**src/rtl/pc_fetch_gen.sv**
```systemverilog
// Program-counter generator for the fetch stage.
// Issues fetch requests over a valid/ready handshake, keeps the PCs of
// in-flight requests in a small FIFO so every cache response comes back
// tagged with its PC, and handles trap/branch redirects. After a redirect
// the responses still owed to the old stream are counted down and dropped.
module pc_fetch_gen #(
  parameter int              XLEN      = 32,
  parameter logic [XLEN-1:0] RESET_VEC = '0,
  parameter int              STRIDE    = 4,
  parameter int              QDEPTH    = 4
) (
  input  logic                     clk,
  input  logic                     rst,
  input  logic                     stall_i,
  input  logic                     pc_write_i,
  input  logic                     trap_valid_i,
  input  logic [XLEN-1:0]          trap_pc_i,
  input  logic                     redirect_valid_i,
  input  logic [XLEN-1:0]          redirect_pc_i,
  output logic                     req_valid_o,
  output logic [XLEN-1:0]          req_pc_o,
  input  logic                     req_ready_i,
  input  logic                     rsp_valid_i,
  output logic                     rsp_valid_o,
  output logic [XLEN-1:0]          rsp_pc_o,
  output logic [XLEN-1:0]          pc_o,
  output logic [$clog2(QDEPTH):0]  inflight_o,
  output logic                     err_o
);

  localparam int              PW       = $clog2(QDEPTH);
  localparam int              CW       = PW + 1;
  localparam logic [CW:0]     QDEPTH_W = (CW+1)'(QDEPTH);
  localparam logic [XLEN-1:0] STRIDE_W = XLEN'(STRIDE);

  logic [XLEN-1:0] pc_q;
  logic [XLEN-1:0] fifo_mem [QDEPTH];
  logic [PW-1:0]   wr_ptr_q;
  logic [PW-1:0]   rd_ptr_q;
  logic [CW-1:0]   count_q;
  logic [CW-1:0]   discard_q;
  logic            err_q;

  logic            redir;
  logic [XLEN-1:0] target;
  logic [CW:0]     occupancy;
  logic            accept;
  logic            pop;

  // Redirect decode, request gating and response acceptance.
  // NOTE: every signal is assigned on every path through this block, so no latch is inferred.
  always_comb begin
    redir       = trap_valid_i | redirect_valid_i;
    target      = trap_valid_i ? trap_pc_i : redirect_pc_i;
    occupancy   = {1'b0, count_q} + {1'b0, discard_q};
    req_valid_o = !rst && pc_write_i && !stall_i && !redir && (occupancy < QDEPTH_W);
    accept      = req_valid_o && req_ready_i;
    pop         = !rst && rsp_valid_i && !redir && (discard_q == '0) && (count_q != '0);
  end

  // PC, FIFO pointers/occupancy, discard counter and sticky error.
  // NOTE: state uses non-blocking assignments so every register samples pre-edge values.
  always_ff @(posedge clk or posedge rst) begin
    if (rst) begin
      pc_q      <= RESET_VEC;
      wr_ptr_q  <= '0;
      rd_ptr_q  <= '0;
      count_q   <= '0;
      discard_q <= '0;
      err_q     <= 1'b0;
    end else if (redir) begin
      // Old stream is abandoned: everything still in flight becomes discard debt.
      pc_q     <= target;
      wr_ptr_q <= '0;
      rd_ptr_q <= '0;
      count_q  <= '0;
      if (rsp_valid_i && count_q == '0 && discard_q == '0) begin
        err_q <= 1'b1;
      end else begin
        discard_q <= discard_q + count_q - CW'(rsp_valid_i);
      end
    end else begin
      if (accept) begin
        pc_q     <= pc_q + STRIDE_W;
        wr_ptr_q <= wr_ptr_q + 1'b1;
      end
      if (pop) begin
        rd_ptr_q <= rd_ptr_q + 1'b1;
      end
      count_q <= count_q + CW'(accept) - CW'(pop);
      if (rsp_valid_i) begin
        if (discard_q != '0) begin
          discard_q <= discard_q - 1'b1;
        end else if (count_q == '0) begin
          err_q <= 1'b1;
        end
      end
    end
  end

  // FIFO storage of issued PCs.
  // NOTE: storage has no reset; the pointers and occupancy alone decide which entries are live.
  always_ff @(posedge clk) begin
    if (accept) begin
      fifo_mem[wr_ptr_q] <= pc_q;
    end
  end

  assign req_pc_o   = pc_q;
  assign pc_o       = pc_q;
  assign rsp_pc_o   = fifo_mem[rd_ptr_q];
  assign rsp_valid_o = pop;
  assign inflight_o = count_q;
  assign err_o      = err_q;

endmodule

```
**config.mk**
```make
export PLATFORM = sky130hd
export DESIGN_NAME = pc_fetch_gen
export DESIGN_NICKNAME = d
export VERILOG_FILES = /design/src/rtl/pc_fetch_gen.sv
export SDC_FILE = /design/constraint.sdc
export NUM_CORES = 1
export LEC_CHECK = 0
export BUFFER_PORTS_ARGS = -buffer_cell sky130_fd_sc_hd__buf_2
export CORE_ASPECT_RATIO = 0.7
export CORE_MARGIN = 2
export CORE_UTILIZATION = 55
export CTS_CLUSTER_DIAMETER = 200
export CTS_CLUSTER_SIZE = 40
export DETAILED_ROUTE_END_ITERATION = 10
export PLACE_DENSITY = 0.92
export SKIP_LAST_GASP = 1
export SYNTH_ARGS = -nofsm -noshare
export SYNTH_HDL_FRONTEND = slang
export SYNTH_SLANG_ARGS = --single-unit
```
**constraint.sdc**
```tcl
create_clock -name clk -period 4.15 [get_ports clk]
set_clock_uncertainty 0.15 [all_clocks]
set_input_delay 0.415 -clock clk [delete_from_list [all_inputs] [get_ports clk]]
set_output_delay 0.415 -clock clk [all_outputs]
set_load 0.02 [all_outputs]
```
* Word-level counts from Yosys, hierarchy flattened
Memory sizes are Yosys's and may differ from the RTL's. Index checks and enable logic that the tools add are counted.
Cells by class: add/sub/neg operators 9, bitwise gates (word level) 1, magnitude comparators 1, reductions and logical operators 25, multiplexer cells 19, equality and inequality tests 3
Operators by type and width (number):
- 2-to-1 mux 32 bit | 3
- adder 32 x 3 -> 32 bit, second input constant | 1
- 2-to-1 mux 3 bit | 5
- logical AND 1 bit | 11
- nonzero test 2 bit | 5
- 2-to-1 mux 2 bit | 4
- 2-to-1 mux 1 bit | 7
- logical NOT 3 bit | 2
- nonzero test 3 bit | 2
- subtractor 3 x 1 -> 3 bit | 2
- adder 2 x 1 -> 2 bit, second input constant | 2
- adder 3 x 3 -> 4 bit | 1
- less-than comparator 4 x 3 -> 1 bit, second input constant | 1
- != test 2 bit, second input constant | 2
- AND reduction 4 bit | 1
- adder 3 x 1 -> 3 bit | 1
- adder 3 bit | 1
- logical NOT 1 bit | 3
- AND reduction 3 bit | 1
- subtractor 3 x 1 -> 3 bit, second input constant | 1
- != test 2 x 1 -> 1 bit, second input constant | 1
- bitwise OR 1 bit | 1
Storage, ports and cells: bits in registers 43, memory bits (writable) 128, memories 1, input bits 72
Memories:
- fifo_mem | words 4, width 32, rd ports 1, clocked after memory_dff 0, wr ports 1, line 37 | logic [XLEN-1:0] fifo_mem [QDEPTH];

* Longest topological paths before layout
Gate-level depths: netlist of the first run.
depth after elaboration 9, gate-level depth with buffers 14

* Worst setup path before layout of the first run
No wires, ideal clock.
path type register to register, from register count_q[1] (netlist: inflight_o[1]), to memory fifo_mem[0][0], enable pin, path slack 1176 ps, cell stages (with the launch flop) 7, data arrival time 2432 ps, library setup time 392 ps, path through dfrtp_1 > inv_1 > ha_1 > nand3_1 > and2_1 > clkbuf_1 > and3_1
Between the ends: word-level cells in the longest chain between the ends 6
RTL lines:
- from (decl) | line 40 | logic [CW-1:0] count_q;
- from (signal assigned) | line 90 | count_q <= count_q + CW'(accept) - CW'(pop);
- adder 3 x 3 -> 4 bit | line 55 | occupancy = {1'b0, count_q} + {1'b0, discard_q};
- less-than comparator 4 x 3 -> 1 bit | line 56 | req_valid_o = !rst && pc_write_i && !stall_i && !redir && (occupancy < QDEPTH_W);
- logical AND 1 bit | line 56
- logical AND 1 bit | line 57 | accept = req_valid_o && req_ready_i;
- 2-to-1 mux 1 bit | line 104 | if (accept) begin
- 2-to-1 mux 1 bit (not written as such) | line 105 | fifo_mem[wr_ptr_q] <= pc_q;
- to (decl) | line 37
No other way between the ends.

* Final worst setup path of the first run
from register count_q[2] (netlist: inflight_o[2]), to register count_q[2] (netlist: inflight_o[2])
Between the ends: word-level cells in the longest chain between the ends 7, elaborated cells on any way between the ends 9, those cells by class 3 x add/sub; 1 x order compare; 1 x mux; 4 x reduce/logical
RTL lines:
- adder 3 x 3 -> 4 bit | line 55
- less-than comparator 4 x 3 -> 1 bit | line 56
- logical AND 1 bit | line 56
- logical AND 1 bit | line 57
- adder 3 x 1 -> 3 bit | line 90
- subtractor 3 x 1 -> 3 bit * | line 90
- 2-to-1 mux 3 bit * | line 71 | end else if (redir) begin
Every way passes the cells marked *; elsewhere a longest branch is shown, timed or not. A chain may end at the register's enable or synchronous reset.

==> summary.log, run 1 <==
INFO  detailed_routing drt-pass1-iter-count=9
INFO  synth          synth_edf_count=128
INFO  sta            fmax=298MHz
INFO  global_route   grt_pass1_vias=5550
INFO  clock_network  cts_hold_buffers=0
INFO  synth          synth.cell_area=0.00797mm²
INFO  die            design.core.area=0.0141mm²
INFO  flow_run       count_of_maximum_capacitance_violations=0
INFO  placement      buffer_ports.inserted=173
INFO  synth          yosysMostFrequentCell=sky130_fd_sc_hd__edfxtp_1
INFO  sta            finalSetupViolations=0
INFO  status         result_of_the_run=finished, final reports clean
INFO  detailed_routing antenna_left=0
INFO  placement      post-place-cells=880
INFO  worst_setup_path cp-endpoint=inflight_o[2]
INFO  detailed_routing routed-via-count=5736
INFO  synth          async_flop_share=25.1%
INFO  power_and_ir_drop p_per_area=437mW/mm²
INFO  placement      gp_congestion=0.890
INFO  min_path       worstHoldPathType=input port to flip-flop
INFO  synth          synth.top_cells.by_count=128 x sky130_fd_sc_hd__edfxtp_1, 44 x sky130_fd_sc_hd__nand2_1, 43 x sky130_fd_sc_hd__dfrtp_1, 32 x sky130_fd_sc_hd__buf_4, 32 x sky130_fd_sc_hd__mux4_2
INFO  sta            setup_tns=0ns
INFO  layout         flow.area_growth_from_synthesis=18.2%
INFO  layout         layout-drive-gt1-share=36.4%
INFO  layout         final_area=0.00942mm²
INFO  die            initial_utilization=56.7%
INFO  placement      place_hpwl=13500µm
INFO  synth          yosys_register_bits=171
INFO  clock_network  clk_transition_reported_paths=0.07ns
INFO  clock_network  clock_sink_count=171
INFO  global_route   wire_length_of_the_first_global_routing_pass=30600µm
INFO  worst_setup_path endpoint_arrival_time_on_the_critical_path=3.51ns
INFO  worst_setup_path critPathMaxFanout=6
INFO  worst_setup_path r2r_start=inflight_o[2]
INFO  synth          synth_top_cell_by_area=sky130_fd_sc_hd__edfxtp_1
INFO  worst_setup_path regToRegEndpoint=inflight_o[2]
INFO  worst_setup_path rrSetupSlack=0.79ns
INFO  global_route   grt_overflow=0
INFO  clock_network  post_cts_setup_buffers=0
INFO  sta            post_route_fraction_of_the_period_consumed_by_the_critical_path=80.9%
INFO  power_and_ir_drop ir_worst_vdd=0.294mV
INFO  sta            fin_crit=3.36ns
INFO  worst_setup_path critPathCaptureType=flip-flop
INFO  global_route   pin_count_of_the_biggest_net_entering_global_routing=46
INFO  synth          syn_avg_cell_area=14.2µm²
INFO  sta            grt_setup_unrepaired=no
INFO  global_route   antenna_found_initial=0
INFO  synth          synth_largest_type_area_fraction=48.2%
INFO  worst_setup_path setup.worst_path.start_class=flip-flop
INFO  clock_network  cts_tree=built
INFO  synth          yosysUniqueCellTypes=57
INFO  sta            hold_violations=0
INFO  layout         antenna_cells=0
INFO  layout         design.final.nets=797
INFO  synth          synth_flop_cell=sky130_fd_sc_hd__edfxtp_1
INFO  detailed_routing remaining_drcs=0
INFO  synth          synth.net_count=651
INFO  global_route   grt_util_all_layers=26.2%
INFO  clock_network  cts_buffers=17
INFO  die            chipHeight=105µm
INFO  worst_setup_path path_class=flip-flop to flip-flop
INFO  placement      detailed_place.area=0.00884mm²
INFO  worst_setup_path crit_slowest_cell=sky130_fd_sc_hd__nor3b_1
INFO  die            die-area=0.0155mm²
INFO  synth          syn-instance-count=563
INFO  detailed_routing wl=20100µm
INFO  die            die_w=148µm
INFO  layout         fin_cells=912
INFO  worst_setup_path largest_stage_delay_worst_path=0.45ns
INFO  detailed_routing detailed_router_s_first_iteration_violation_count=762
INFO  power_and_ir_drop power=4.12mW
INFO  clock_network  root_buffer_selected_by_cts=sky130_fd_sc_hd__clkbuf_16
INFO  worst_setup_path worstSetupStartpoint=inflight_o[2]
INFO  synth          synth.yosys.seq_area_share=61.7%
INFO  worst_setup_path timing.critical_path.cells=ha_1, nor3b_1, nand2_1, nor2_4, inv_1, ha_1, inv_1, ha_1, inv_1, fa_1, xnor2_1, xnor2_1, nor2_1
INFO  worst_setup_path worstPathRequired=4.30ns
INFO  die            std_cell_rows=36
INFO  sta            worstMarginPinSlew=1.31ns
INFO  clock_network  clock_path_buffers=2
INFO  synth          synth.area.top_cells=sky130_fd_sc_hd__edfxtp_1 48%, sky130_fd_sc_hd__dfrtp_1 14%, sky130_fd_sc_hd__mux4_2 9.0%, sky130_fd_sc_hd__buf_4 3.0%, sky130_fd_sc_hd__ha_1 2.2%
INFO  power_and_ir_drop p_leak=3.56nW
INFO  sta            worst_max_slew_margin_expressed_relative_to_the_limit=12.6%
INFO  worst_setup_path worst_reg_to_reg_path_cell_count=13
INFO  detailed_routing wl_per_cell=22.1µm
INFO  clock_network  cts_htree_levels=4
INFO  clock_network  clock_insertion_delay_worst_skew=0.43ns
INFO  synth          synth-warning-count=0
INFO  die            top_level_ports=174
INFO  sta            report.final.slew_viol_count=0
INFO  detailed_routing route.detailed.vias_per_inst=6.29
INFO  clock_network  cts-resized-gates=0
cells in the final DEF, fill, tap and decap left out, types with 9 or more instances in the layout:
cell type / count
sky130_fd_sc_hd__a21oi_1: 15
sky130_fd_sc_hd__and3_1: 9
sky130_fd_sc_hd__buf_2: 173
sky130_fd_sc_hd__buf_4: 12
sky130_fd_sc_hd__clkbuf_16: 17
sky130_fd_sc_hd__dfrtp_1: 42
sky130_fd_sc_hd__edfxtp_1: 128
sky130_fd_sc_hd__ha_1: 14
sky130_fd_sc_hd__inv_1: 17
sky130_fd_sc_hd__mux4_2: 32
sky130_fd_sc_hd__nand2_1: 44
sky130_fd_sc_hd__nand4_1: 11
sky130_fd_sc_hd__nor2_1: 31
sky130_fd_sc_hd__nor3_1: 11
sky130_fd_sc_hd__o21ai_0: 20
sky130_fd_sc_hd__o2bb2ai_1: 11
sky130_fd_sc_hd__xor2_1: 9
per-layer routing:
| metal | global-route usage [%] | routed length (µm) |
|---|---|---|
| met5 | 0 | 0 |
| met4 | 9.46 | 660 |
| met3 | 6.42 | 2240 |
| met2 | 39.8 | 9260 |
| met1 | 37.4 | 7980 |
worst min-delay path by stage:
stage,slack [ns],start,cells past startpoint,to
after floorplan,0.37,discard_q[2],1,discard_q[2]
after global placement,0.33,err_o,1,err_o
after detailed placement,0.37,err_o,1,err_o
after CTS,0.05,trap_pc_i[7],3,pc_o[7]
after global routing,0.06,trap_pc_i[0],3,pc_o[0]
final,0.06,trap_pc_i[1],3,pc_o[1]
metrics by stage:
step / util (%) / setup WS, ns / hold slack (ns)
finish: 67.0 / 0.794 / 0.0596
global route: 67.0 / 0.524 / 0.0627
CTS: 67.0 / 0.845 / 0.0511
detailed placement: 62.9 / 0.862 / 0.374
global placement: 62.9 / 0.942 / 0.333
floorplan: - / 1.18 / 0.370
flip-flops by register name (all words and copies together) (netlist names):
signal      cells
err_o           1
wr_ptr_q        2
rd_ptr_q        2
discard_q       3
inflight_o      3
pc_o           32
fifo_mem      128
worst max-delay path: cells and delay by family, from the launching register on:
kind	cells	cell delay (ns)
buf+inv	3	0.23
flops	1	0.42
xor+xnor	2	0.33
fa+ha+maj	4	1.00
simple gates	4	1.12
report_power, final:
part | internal, mW | switching (mW) | total (mW)
registers | 1.91 | 0.110 | 2.02
logic | 0.199 | 0.336 | 0.535
clock network | 0.855 | 0.705 | 1.56
total | 2.97 | 1.15 | 4.12
layout make-up:
| class | instances | area (µm²) |
|---|---|---|
| Sequential cell | 171 | 4920 |
| Fill cell | 943 | 4630 |
| Multi-Input combinational cell | 314 | 2620 |
| Timing Repair Buffer | 187 | 996 |
| Clock buffer | 18 | 429 |
| Tap cell | 190 | 238 |
| Clock inverter | 14 | 150 |
| Inverter | 18 | 67.6 |
cell families (layout without fill, tap and decap cells):
logic type	count (synthesis)	after routing	synth area share [%]
AO/OA/AOI/OAI	92	92	8.13
XOR/XNOR	17	17	1.87
adder cells (fa/ha/maj)	16	16	2.70
buffers and inverters	78	237	5.40
flip-flops	171	171	61.7
multiplexers	38	38	9.80
AND/OR/NAND/NOR	151	151	10.4
No activity file was read; power rests on OpenSTA's default activity.
==> run 2, diff against run 1 <==
==> constraint.sdc (replaced) <==
create_clock -name clk -period 3.5 [get_ports clk]
set_clock_uncertainty 0.15 [all_clocks]
set_input_delay 0.35 -clock clk [delete_from_list [all_inputs] [get_ports clk]]
set_output_delay 0.35 -clock clk [all_outputs]
set_load 0.02 [all_outputs]
==> run 2 against run 1 <==
Global-route usage increased by 1.0 points. Utilization increased by 0.84 points. Via count decreased by 0.14%. Critical path depth unchanged. Critical path type unchanged. Critical endpoint unchanged.
==> summary.log, run 2 (same netlist as run 1, synthesis figures left out) <==
INFO  layout         antenna_cells=0
INFO  power_and_ir_drop ir_worst_vdd=0.366mV
INFO  power_and_ir_drop p_leak=3.62nW
INFO  sta            grt_setup_unrepaired=no
INFO  sta            finalSetupViolations=0
INFO  flow_run       count_of_maximum_capacitance_violations=0
INFO  worst_setup_path cp.buffers_inverters=3
INFO  clock_network  cts_buffers=17
INFO  global_route   antenna_found_initial=0
INFO  die            chipHeight=105µm
INFO  die            initial_utilization=56.7%
INFO  sta            setup_tns=0ns
INFO  worst_setup_path timing.critical_path.cells=ha_1, nor3b_1, nand2_1, nor2_4, inv_1, ha_1, inv_1, ha_1, inv_1, fa_1, xnor2_1, xnor2_1, nor2_1
INFO  worst_setup_path largest_stage_delay_worst_path=0.44ns
INFO  clock_network  cts-resized-gates=0
INFO  die            top_level_ports=174
INFO  layout         flow.area_growth_from_synthesis=19.7%
INFO  placement      buffer_ports.inserted=173
INFO  detailed_routing antenna_left=0
INFO  global_route   grt_pass1_vias=5724
INFO  status         result_of_the_run=finished, final reports clean
INFO  layout         design.final.nets=808
INFO  layout         fillCellCount=959
INFO  detailed_routing route.detailed.vias_per_inst=6.21
INFO  worst_setup_path regToRegEndpoint=inflight_o[2]
INFO  power_and_ir_drop switching_power=1.31mW
INFO  die            die_w=148µm
INFO  sta            fin_crit=3.22ns
INFO  worst_setup_path critPathCaptureType=flip-flop
INFO  clock_network  cts_tree=built
INFO  clock_network  clk_transition_reported_paths=0.07ns
INFO  sta            post_route_fraction_of_the_period_consumed_by_the_critical_path=92.0%
INFO  layout         layout.cells.most_common=sky130_fd_sc_hd__buf_2
INFO  worst_setup_path r2r_start=inflight_o[2]
INFO  placement      place_hpwl=13500µm
INFO  worst_setup_path worst_reg_to_reg_path_cell_count=13
INFO  worst_setup_path worstPathRequired=3.67ns
INFO  detailed_routing remaining_drcs=0
INFO  layout         layout.cells.most_common_list=173 x sky130_fd_sc_hd__buf_2, 128 x sky130_fd_sc_hd__edfxtp_1, 44 x sky130_fd_sc_hd__nand2_1
INFO  die            die-area=0.0155mm²
INFO  worst_setup_path path_class=flip-flop to flip-flop
INFO  power_and_ir_drop power=4.94mW
INFO  layout         regMostFlops=fifo_mem
INFO  layout         layout-drive-gt1-share=36.4%
INFO  clock_network  cts_htree_levels=4
INFO  global_route   grt_util_all_layers=27.3%
INFO  power_and_ir_drop power.share.sequential=48.5%
INFO  power_and_ir_drop power_frac_clock=38.6%
INFO  sta            worst_max_slew_margin_expressed_relative_to_the_limit=34.5%
INFO  clock_network  clock_sink_count=171
INFO  detailed_routing routed-via-count=5728
INFO  power_and_ir_drop p_sw_share=26.5%
INFO  worst_setup_path critPathMaxFanout=6
INFO  die            design.core.area=0.0141mm²
INFO  sta            hold_violations=0
INFO  clock_network  root_buffer_selected_by_cts=sky130_fd_sc_hd__clkbuf_16
INFO  clock_network  post_cts_setup_buffers=0
INFO  sta            worstMarginPinSlew=0.982ns
INFO  worst_setup_path crit_slowest_cell=sky130_fd_sc_hd__dfrtp_1
INFO  worst_setup_path rrSetupSlack=0.28ns
INFO  layout         largest_register_ff_count=128
INFO  placement      gp_congestion=0.962
INFO  min_path       worstHoldPathType=input port to async pin
INFO  die            std_cell_rows=36
INFO  worst_setup_path setup.worst_path.start_class=flip-flop
INFO  detailed_routing wl_per_cell=22.1µm
INFO  sta            fmax=310MHz
INFO  global_route   wire_length_of_the_first_global_routing_pass=31500µm
INFO  detailed_routing detailed_router_s_first_iteration_violation_count=665
INFO  clock_network  clock_insertion_delay_worst_skew=0.43ns
INFO  worst_setup_path endpoint_arrival_time_on_the_critical_path=3.39ns
INFO  power_and_ir_drop comb_power_share=13.0%
INFO  global_route   pin_count_of_the_biggest_net_entering_global_routing=46
INFO  power_and_ir_drop p_per_area=518mW/mm²
INFO  power_and_ir_drop power.internal=3.63mW
INFO  sta            report.final.slew_viol_count=0
INFO  global_route   grt_overflow=0
INFO  worst_setup_path cpLargestDelayFamily=adder cells
INFO  clock_network  clock_path_buffers=2
INFO  detailed_routing drt-pass1-iter-count=5
INFO  detailed_routing wl=20400µm
-- run 2: cell count changes in the layout (fill, tap and decap cells not counted), sizes merged, moves of 2 or more --
cell / before / now
buf: 187 / 191
bufinv: 1 / 3
inv: 28 / 21
dlygate4sd3: 0 / 7
clkinv: 2 / 7
-- run 2: worst register-to-register path, cell delays in order, from the launching register on --
cell	delay (ns)
sky130_fd_sc_hd__dfrtp_1	0.44
sky130_fd_sc_hd__ha_1	0.23
sky130_fd_sc_hd__nor3b_1	0.34
sky130_fd_sc_hd__nand2_1	0.31
sky130_fd_sc_hd__nor2_4	0.28
sky130_fd_sc_hd__inv_1	0.09
sky130_fd_sc_hd__ha_1	0.28
sky130_fd_sc_hd__inv_1	0.07
sky130_fd_sc_hd__ha_1	0.13
sky130_fd_sc_hd__inv_1	0.05
sky130_fd_sc_hd__fa_1	0.37
sky130_fd_sc_hd__xnor2_1	0.18
sky130_fd_sc_hd__xnor2_1	0.14
sky130_fd_sc_hd__nor2_1	0.06
-- run 2: worst max-delay path by stage --
| stage | startpoint | to | slack, ns | depth (start not counted) |
|---|---|---|---|---|
| floorplan | inflight_o[1] | fifo_mem[0][0] | 0.53 | 6 |
| global placement | inflight_o[2] | inflight_o[2] | 0.41 | 13 |
| detailed placement | trap_valid_i | inflight_o[2] | 0.35 | 13 |
| CTS | inflight_o[2] | inflight_o[2] | 0.32 | 13 |
| global route | inflight_o[2] | inflight_o[2] | 0.005 | 13 |
| finish | inflight_o[2] | inflight_o[2] | 0.28 | 13 |
-- run 2: cell type report --
| type | count | area (µm²) | share of cell area [%] |
|---|---|---|---|
| Sequential cell | 171 | 4920 | 51.6 |
| Timing Repair Buffer | 198 | 1100 | 11.5 |
| Multi-Input combinational cell | 314 | 2620 | 27.5 |
| Clock buffer | 17 | 425 | 4.46 |
| Inverter | 18 | 67.6 | 0.708 |
| Tap cell | 190 | 238 | 2.49 |
| Clock inverter | 15 | 171 | 1.80 |
-- run 2: power by group through the flow --
stage	Combinational, mW	Clock (mW)	Sequential, mW
final	0.641	1.91	2.40
after global routing	0.697	2.00	2.41
after CTS	0.633	1.92	2.39
after detailed placement	0.616	0	2.43
after global placement	0.604	0	2.42
after floorplan	0.408	0	2.45
-- run 2: per-stage QoR --
| stage | utilization, % | hold slack [ns] | cell area, µm² | setup slack [ns] | std cells |
|---|---|---|---|---|---|
| after floorplan | - | 0.319 | 7970 | 0.526 | 563 |
| after detailed placement | 63.1 | 0.327 | 8870 | 0.353 | 884 |
| after CTS | 67.9 | 0.0101 | 9540 | 0.315 | 923 |
| after global placement | 63.1 | 0.331 | 8870 | 0.413 | 884 |
| final | 67.9 | 0.000502 | 9540 | 0.279 | 923 |
| after global routing | 67.9 | 0.0205 | 9540 | 0.00481 | 923 |
-- run 2: metal layers --
layer  GRT usage, %  vias up  wire, µm
met5              0        -         0
met4           10.8        0       500
met3           7.25       52      2150
met2           40.9      408      9610
met1           38.5     2815      8150
li1               -     2453         -
-- run 2: what timing repair did --
item | in CTS | in global routing
hold endpoints to repair | 7 | 0
setup endpoints to repair | 0 | 0
hold buffers | 7 | 0
